## config.mk

```make
export PLATFORM = sky130hd
export DESIGN_NAME = if_fetch_unit
export DESIGN_NICKNAME = d
export VERILOG_FILES = /design/src/rtl/if_fetch_unit.sv
export SDC_FILE = /design/constraint.sdc
export NUM_CORES = 1
export LEC_CHECK = 0
export CAP_MARGIN = 25
export CORE_ASPECT_RATIO = 1.2
export CORE_MARGIN = 3
export CORE_UTILIZATION = 36
export DETAILED_ROUTE_END_ITERATION = 16
export PLACE_DENSITY_LB_ADDON = 0.12
export SYNTH_ARGS = -nofsm -noshare
export SYNTH_HDL_FRONTEND = slang
export SYNTH_SLANG_ARGS = --single-unit
```

## constraint.sdc

```tcl
create_clock -name clk -period 3.9 [get_ports clk]
set_input_delay 0.975 -clock clk [delete_from_list [all_inputs] [get_ports clk]]
set_output_delay 0.975 -clock clk [all_outputs]
set_load 0.01 [all_outputs]
```

## src/rtl/if_fetch_unit.sv

```systemverilog
// rtl/if_fetch_unit.sv - pipelined instruction fetch with fetch queue, redirect flush and halt detect
module if_fetch_unit #(
    parameter int              XLEN      = 32,
    parameter int              DEPTH     = 4,
    parameter logic [XLEN-1:0] RESET_PC  = 32'h0000_0000,
    parameter logic [31:0]     HALT_INST = 32'h0000_000C
) (
    input  logic            clk,
    input  logic            rst,
    output logic            imem_req,
    output logic [XLEN-1:0] imem_addr,
    input  logic            imem_ready,
    input  logic            imem_rvalid,
    input  logic [31:0]     imem_rdata,
    input  logic [XLEN-1:0] ex_pc,
    input  logic            jump,
    input  logic            jump_register,
    input  logic            branch,
    input  logic            zero,
    input  logic [25:0]     jea,
    input  logic [XLEN-1:0] rs_data,
    input  logic [XLEN-1:0] imm_extend,
    output logic            inst_valid,
    input  logic            inst_ready,
    output logic [31:0]     inst,
    output logic [XLEN-1:0] inst_pc,
    output logic            halted
);

    localparam int AW = (DEPTH > 1) ? $clog2(DEPTH) : 1;
    localparam int CW = $clog2(DEPTH + 1);
    localparam logic [CW:0]     DEPTH_W = DEPTH[CW:0];
    localparam logic [XLEN-1:0] PC_STEP = XLEN'(4);

    logic [XLEN-1:0] fetch_pc;
    logic [XLEN-1:0] resp_pc;
    logic [31:0]     q_inst [DEPTH];
    logic [XLEN-1:0] q_pc   [DEPTH];
    logic [AW-1:0]   head;
    logic [AW-1:0]   tail;
    logic [CW-1:0]   count;
    logic [CW-1:0]   outstanding;
    logic [CW-1:0]   outstanding_next;
    logic [CW-1:0]   drop_cnt;
    logic            halted_q;

    logic            redirect_raw;
    logic            redirect;
    logic [XLEN-1:0] ex_pc_plus4;
    logic [XLEN-1:0] target;
    logic [CW:0]     in_flight;
    logic            accept;
    logic            resp_take;
    logic            deq;
    logic            halt_hit;

    // Redirects come from an older instruction, so they are dead once halted
    assign redirect_raw = jump_register || jump || (branch && zero);
    assign redirect     = redirect_raw && !halted_q;
    assign ex_pc_plus4  = ex_pc + PC_STEP;

    always_comb begin
        target = ex_pc_plus4 + (imm_extend << 2);
        if (jump_register) begin
            target = rs_data;
        end else if (jump) begin
            target = {ex_pc_plus4[XLEN-1:28], jea, 2'b00};
        end
    end

    // Queue slots plus in-flight requests bound the queue occupancy
    assign in_flight = {1'b0, count} + {1'b0, outstanding};
    assign imem_req  = !rst && !halted_q && !redirect && (in_flight < DEPTH_W);
    assign imem_addr = fetch_pc;

    assign accept    = imem_req && imem_ready;
    assign resp_take = imem_rvalid && (drop_cnt == '0) && !halted_q;
    assign inst_valid = !halted_q && (count != '0);
    assign deq       = inst_valid && inst_ready;
    assign halt_hit  = deq && (inst == HALT_INST);

    assign inst    = (count != '0) ? q_inst[head] : 32'h0;
    assign inst_pc = (count != '0) ? q_pc[head]   : '0;
    assign halted  = halted_q;

    always_comb begin
        outstanding_next = outstanding;
        case ({accept, imem_rvalid})
            2'b10:   outstanding_next = outstanding + CW'(1);
            2'b01:   outstanding_next = outstanding - CW'(1);
            default: outstanding_next = outstanding;
        endcase
    end

    always_ff @(posedge clk) begin
        if (resp_take) begin
            q_inst[tail] <= imem_rdata;
            q_pc[tail]   <= resp_pc;
        end
    end

    always_ff @(posedge clk or posedge rst) begin
        if (rst) begin
            fetch_pc    <= RESET_PC;
            resp_pc     <= RESET_PC;
            head        <= '0;
            tail        <= '0;
            count       <= '0;
            outstanding <= '0;
            drop_cnt    <= '0;
            halted_q    <= 1'b0;
        end else begin
            outstanding <= outstanding_next;
            if (imem_rvalid && (drop_cnt != '0)) begin
                drop_cnt <= drop_cnt - CW'(1);
            end
            if (accept) begin
                fetch_pc <= fetch_pc + PC_STEP;
            end
            if (resp_take) begin
                resp_pc <= resp_pc + PC_STEP;
                tail    <= tail + AW'(1);
            end
            if (deq) begin
                head <= head + AW'(1);
            end
            case ({resp_take, deq})
                2'b10:   count <= count + CW'(1);
                2'b01:   count <= count - CW'(1);
                default: count <= count;
            endcase
            if (halt_hit && !redirect) begin
                halted_q <= 1'b1;
            end
            // Everything still in flight after this edge is wrong-path
            if (redirect) begin
                fetch_pc <= target;
                resp_pc  <= target;
                head     <= '0;
                tail     <= '0;
                count    <= '0;
                drop_cnt <= outstanding_next;
            end
        end
    end

endmodule

```

==> results of run 1 <==
-- worst reg2reg max path: stages (launching register included) --
cell and delay [ps]:
dfrtp_1 420, ha_1 290, or4_1 550, nor4_4 190, and2_1 230, inv_2 50
ha_1 210, inv_1 80, fa_1 400, o21ai_0 280, nand2_1 80, o21ai_0 110
-- cell families (layout without fill, tap and decap cells) --
group	Yosys count	count (layout)	share of synthesized area [%]
AOI/OAI and AO/OA	271	271	10.5
and+or+nand+nor	415	415	13.0
DFF	332	332	56.9
muxes	70	70	8.91
buffers and inverters	85	534	2.10
xor gates and xnor gates	92	92	4.83
adders and majority gates	49	49	3.77
-- cell usage in the layout (no fill, tap or decap), types with 11 or more instances in the layout --
cell	n
edfxtp_1	256
clkdlybuf4s50_1	243
buf_4	169
nand2_1	89
dfrtp_1	74
nor2_1	73
a21oi_1	72
nor2b_1	65
mux4_2	64
o21ai_0	48
xor2_1	47
ha_1	40
xnor2_1	37
clkbuf_16	37
nand3_1	35
nand4_1	32
inv_1	22
and3_1	20
o211ai_1	18
nand2b_1	13
a31oi_1	13
a21o_1	13
buf_6	13
a21oi_2	12
o21a_1	11
nor3_1	11
buf_12	11
-- routing by layer --
metal  vias up  GRT usage (%)
met5         -              0
li1       5858              -
met1      6001           24.1
met4         0           5.63
met2       358           32.9
met3        75           4.21
-- power by group through the flow --
| stage | clock network, mW | registers, mW | logic, mW |
|---|---|---|---|
| floorplan | 0 | 4.38 | 0.920 |
| global placement | 0 | 4.41 | 1.77 |
| detailed placement | 0 | 4.43 | 1.79 |
| global route | 3.39 | 4.39 | 2.03 |
| finish | 3.19 | 4.35 | 1.84 |
| CTS | 3.28 | 4.35 | 1.82 |
-- flip-flops by register name (all words and copies together) (netlist names) --
signal and cells:
imem_addr 31, head 2, resp_pc 31, halted 1, outstanding 3, q_pc 128, tail 2, count 3
q_inst 128, drop_cnt 3
-- what timing repair did --
action | CTS | global route
resized for setup | 54 | 64
setup endpoints to repair | 31 | 30
pin swaps | 29 | 47
buffers inserted | 10 | 13
-- cell type report --
| cell class | instances | area, sq um | share of cell area, % |
|---|---|---|---|
| inverters | 24 | 91.3 | 0.397 |
| repair buffers | 448 | 4170 | 18.1 |
| clock inverters | 18 | 145 | 0.630 |
| flip-flops and latches | 332 | 9590 | 41.7 |
| multi-input cells | 897 | 7300 | 31.7 |
| well taps | 616 | 771 | 3.35 |
| clock buffers | 44 | 952 | 4.14 |
-- path summary, 6_finish.rpt --
check / to / cells past startpoint / startpoint
max: resp_pc[29] / 18 / ex_pc[12]
min: outstanding[2] / 1 / outstanding[2]
max reg2reg: drop_cnt[1] / 11 / count[2]
min reg2reg: outstanding[2] / 1 / outstanding[2]
max in group asynchronous: resp_pc[9] / 3 / rst
min in group asynchronous: drop_cnt[0] / 3 / rst
==> metrics.cfg, run 1 <==
[status]
outcome = completed

[sta]
finalSetupTns_ps = 0
worstMarginPinSlew_ps = 789
worst_slack_ps = 75.1
hold_violations = 0
skew_ps = 9.71
timing.hold.ws_ps = 490
clock.fmax_ghz = 0.261
timing.final.crit_share_pct = 98.1
setup_viol = 0
slew_violations = 0
min_period_ps = 3820
max_slew_margin_pct = 47.4

[critical_path]
crit_arrival_ps = 4270
crit_buf_inv = 5
crit_family = simple AND/OR/NAND/NOR gates
worstSetupPathType = in -> reg
rrSetupSlack_ps = 940
cpPeakStageDelay_ps = 570
critPathCaptureType = register
cp.required_ps = 4340
crit_path_max_fanout = 7
crit_chain = dlygate4sd2_1, and4_4, nand3_4, nor3_4, buf_6, nand3_1, xnor2_1, ha_1, buf_6, nand4_1, buf_4, nor3_4, buf_4, a32oi_1, a31oi_1, or4_4, o31ai_2, o21a_1
slowest_stage = or4_4
cp-start-kind = primary input

[finish]
drive_gt1_share_pct = 23.3
fin_util_pct = 50.0
fin_nets = 1949
area_growth_pct = 36.6
diodes = 0
final_cells = 2379
fin_area_sq_mm = 0.0230
nFillCells = 4156

[logic_synthesis]
yosysTopAreaCell = edfxtp_1
synth_edf_count = 256
yosys_warnings = 0
synth_most_common_cell = edfxtp_1
syn_avg_cell_area_sq_um = 12.8
async_flop_share_pct = 22.9
yosysUniqueCellTypes = 78
synth_area_sq_mm = 0.0169
yosysSeqAreaShare_pct = 56.9
synth_top_area_share_pct = 45.6
synthCells = 1314
ys.flop_type = edfxtp_1
synth_common_cells = edfxtp_1 (256), nand2_1 (93), a21oi_1 (84)
synth_nets = 1526
yosys-top-cells-area = edfxtp_1 (46%), dfrtp_1 (11%), mux4_2 (8.6%)
ys_ff_latch = 332

[cts]
cts_buffers = 34
cts_tree = done
cts.sinks = 332
htree_levels = 2
clk-insertion-delay-late_ps = 510
cts_root_buf = clkbuf_16
clkTransAtPathRegs_ps = 60
clockBufferDepth = 3
cts_hold_buf = 0

[floorplanning]
start_util_pct = 36.6
core_sq_mm = 0.0461
dieHeight_um = 243
ios = 262
rows = 86
die_area_sq_mm = 0.0495
fp.dieW_um = 204

[power]
p_int_mw = 6.94
pwr-share-seq_pct = 46.4
combPwrFrac_pct = 19.7
p_leak_nw = 8.21
ir_worst_vdd_mv = 0.273
power.density_mw_per_mm2 = 408
p_clk_share_pct = 33.9
fin_total_pwr_mw = 9.38
p_switching_mw = 2.45
switching_share_pct = 26.1

[grt]
grt_overflow = 0
grt_max_degree = 77
grt_pass1_wl_um = 73500
grt_pass1_vias = 13000
antenna_found_initial = 0
grt_usage_pct = 19.1

[route]
wl_met3_um = 2970
wire_per_inst_um = 20.2
drc = 0
wl_met2_um = 23500
routed.top_layer = met4
via_per_inst = 5.17
vias = 12300
firstDrtPassIters = 5
drt_iter0_drc = 538
drt-met1-wl_um = 20100
final_antenna_net_count = 0
wl_um = 48000

[placement]
dpl_cell_area_sq_mm = 0.0214
dp_hpwl_um = 34200
port_buffers = 259
gp_congestion = 0.865
dp.cells = 2294
dp_slack_ps = -883

[run]
max-cap-violations = 0

[worst_hold_path]
min_path_type = reg -> reg

Note: power is estimated with default switching activity, not from simulation.
==> inputs of run 2 (changes only) <==
==> constraint.sdc (replaced) <==
create_clock -name clk -period 3.93 [get_ports clk]
set_input_delay 0.9825 -clock clk [delete_from_list [all_inputs] [get_ports clk]]
set_output_delay 0.9825 -clock clk [all_outputs]
set_load 0.01 [all_outputs]
==> metrics.cfg, run 2 (synthesis results as in run 1) <==
[status]
outcome = completed  ; unchanged

[finish]
fin_util_pct = 49.3  ; was 50.0%
drive_gt1_share_pct = 21.9  ; was 23.3%
diodes = 0  ; unchanged
area_growth_pct = 34.8  ; was 36.6%
final_cell_mix = edfxtp_1 (256), clkdlybuf4s50_1 (245), buf_4 (172)  ; was edfxtp_1 (256), clkdlybuf4s50_1 (243), buf_4 (169)
fin_area_sq_mm = 0.0227  ; was 0.0230 sq mm
top_regs = q_inst x128, q_pc x128  ; unchanged
fin_nets = 1943  ; was 1949
final_common_cell = edfxtp_1  ; unchanged

[cts]
cts.sinks = 332  ; unchanged
cts_root_buf = clkbuf_16  ; unchanged
cts_tree = done  ; unchanged
clockBufferDepth = 3  ; unchanged
htree_levels = 1  ; was 2
cts_buffers = 31  ; was 34
clkTransAtPathRegs_ps = 70  ; was 60 ps
clk-insertion-delay-late_ps = 560  ; was 510 ps

[sta]
min_period_ps = 3790
rsz0062_at_grt = no
timing.final.crit_share_pct = 96.4
finalSetupTns_ps = 0  ; unchanged
setup_viol = 0  ; unchanged
clock.fmax_ghz = 0.264
worst_slack_ps = 143  ; was 75.1 ps
worstMarginPinSlew_ps = 715  ; was 789 ps
timing.hold.ws_ps = 491  ; was 490 ps
slew_violations = 0  ; unchanged
hold_violations = 0  ; unchanged
skew_ps = 13.2  ; was 9.71 ps
max_slew_margin_pct = 52.3  ; was 47.4%

[floorplanning]
die_area_sq_mm = 0.0495  ; unchanged
core_sq_mm = 0.0461  ; unchanged
dieHeight_um = 243  ; unchanged
rows = 86  ; unchanged
ios = 262  ; unchanged
start_util_pct = 36.6  ; unchanged
fp.dieW_um = 204  ; unchanged

[critical_path]
cp.required_ps = 2950  ; was 4340 ps
cpMostUsedCell = clkdlybuf4s50_1
crit_arrival_ps = 2800  ; was 4270 ps
cp-start-kind = primary input  ; unchanged
crit_chain = clkdlybuf4s50_1, a211oi_2, buf_4, nor2_4, nor4_4, clkdlybuf4s50_1  ; was dlygate4sd2_1, and4_4, nand3_4, nor3_4, buf_6, nand3_1, xnor2_1, ha_1, buf_6, nand4_1, buf_4, nor3_4, buf_4, a32oi_1, a31oi_1, or4_4, o31ai_2, o21a_1
rrSetupSlack_ps = 990  ; was 940 ps
slowest_stage = clkdlybuf4s50_1  ; was or4_4
critPathCaptureType = output port  ; was register
worstSetupPathType = in -> out  ; was in -> reg
crit_path_max_fanout = 2  ; was 7
cpPeakStageDelay_ps = 580  ; was 570 ps
r2r_cells = 11  ; unchanged

[route]
wire_per_inst_um = 20.2  ; about the same
firstDrtPassIters = 5  ; unchanged
via_per_inst = 5.17  ; about the same
wl_um = 48000  ; about the same
drc = 0  ; unchanged
vias = 12200  ; was 12300
drt_iter0_drc = 531  ; was 538
final_antenna_net_count = 0  ; unchanged

[power]
power.density_mw_per_mm2 = 396  ; was 408 mW/mm^2
ir_worst_vdd_mv = 0.324  ; was 0.273 mV
p_leak_nw = 8.08  ; was 8.21 nW

[grt]
grt_usage_pct = 19.0  ; was 19.1%
antenna_found_initial = 0  ; unchanged
grt_overflow = 0  ; unchanged
grt_max_degree = 66  ; was 77
grt_pass1_wl_um = 73600  ; was 73500 um
grt_pass1_vias = 12800  ; was 13000

[run]
max-cap-violations = 0  ; unchanged

[worst_hold_path]
holdPathStages = 1  ; unchanged
min_path_type = reg -> reg  ; unchanged

[placement]
dp_hpwl_um = 34800  ; was 34200 um
dp_slack_ps = -795  ; was -883 ps
port_buffers = 259  ; unchanged
gp_congestion = 0.868  ; was 0.865
dpl_cell_area_sq_mm = 0.0214  ; about the same

-- run 2: cell count changes in the layout (fill, tap and decap cells not counted), moves of 3 or more --
cell / before / now
ha_1: 40 / 44
nand2_1: 89 / 92
clkinv_1: 7 / 2
nor2_2: 5 / 2
buf_6: 13 / 4
clkbuf_2: 2 / 5
nand2_2: 6 / 3
buf_4: 169 / 172
clkbuf_1: 7 / 10
nor2_1: 73 / 76
clkbuf_16: 37 / 31
-- run 2: metrics by stage --
stage                     std cells  power, mW
final                          2370       9.01
after global routing           2370       9.43
after CTS                      2368       9.10
after detailed placement       2300       6.17
after global placement         2300       6.14
after floorplan                1314       5.26
-- run 2: worst max-delay path: cells and delay by family --
| family | cells | cell delay [ps] |
|---|---|---|
| compound gates | 1 | 250 |
| buf+inv | 3 | 1230 |
| simple gates | 2 | 330 |
-- run 2: final timing paths --
| check | from | to |
|---|---|---|
| setup reg to reg | count[2] | drop_cnt[1] |
| setup / recovery | branch | imem_req |
| hold reg to reg | outstanding[2] | outstanding[2] |
| min in group asynchronous | rst | drop_cnt[0] |
| hold / removal | outstanding[2] | outstanding[2] |
| max in group asynchronous | rst | head[0] |
-- run 2: what timing repair did --
item	in CTS	in global routing
resized for setup	38	48
buffers inserted	12	3
endpoints found under the setup margin	22	19
hold buffers	0	0
pin swaps	26	27
-- run 2: layer usage --
layer	track usage [%]	share of wire [%]	vias to the layer above
met4	4.35	2.2	0
met2	33.3	49	321
met1	24.3	43	6030
li1	-	-	5832
met3	3.74	5.7	61
met5	0	0	-
-- run 2: final cells by class --
class,instances,area (sq um)
Clock buffer,43,841
Clock inverter,13,121
Fill cell,4242,23300
Inverter,24,91.3
Multi-Input combinational cell,897,7210
Sequential cell,332,9590
Tap cell,616,771
Timing Repair Buffer,445,4090
-- run 2: power by group --
part	internal [mW]	switching, mW	leakage [nW]
Clock	1.62	1.26	0.468
Combinational	0.921	0.882	4.39
Sequential	4.10	0.226	3.22
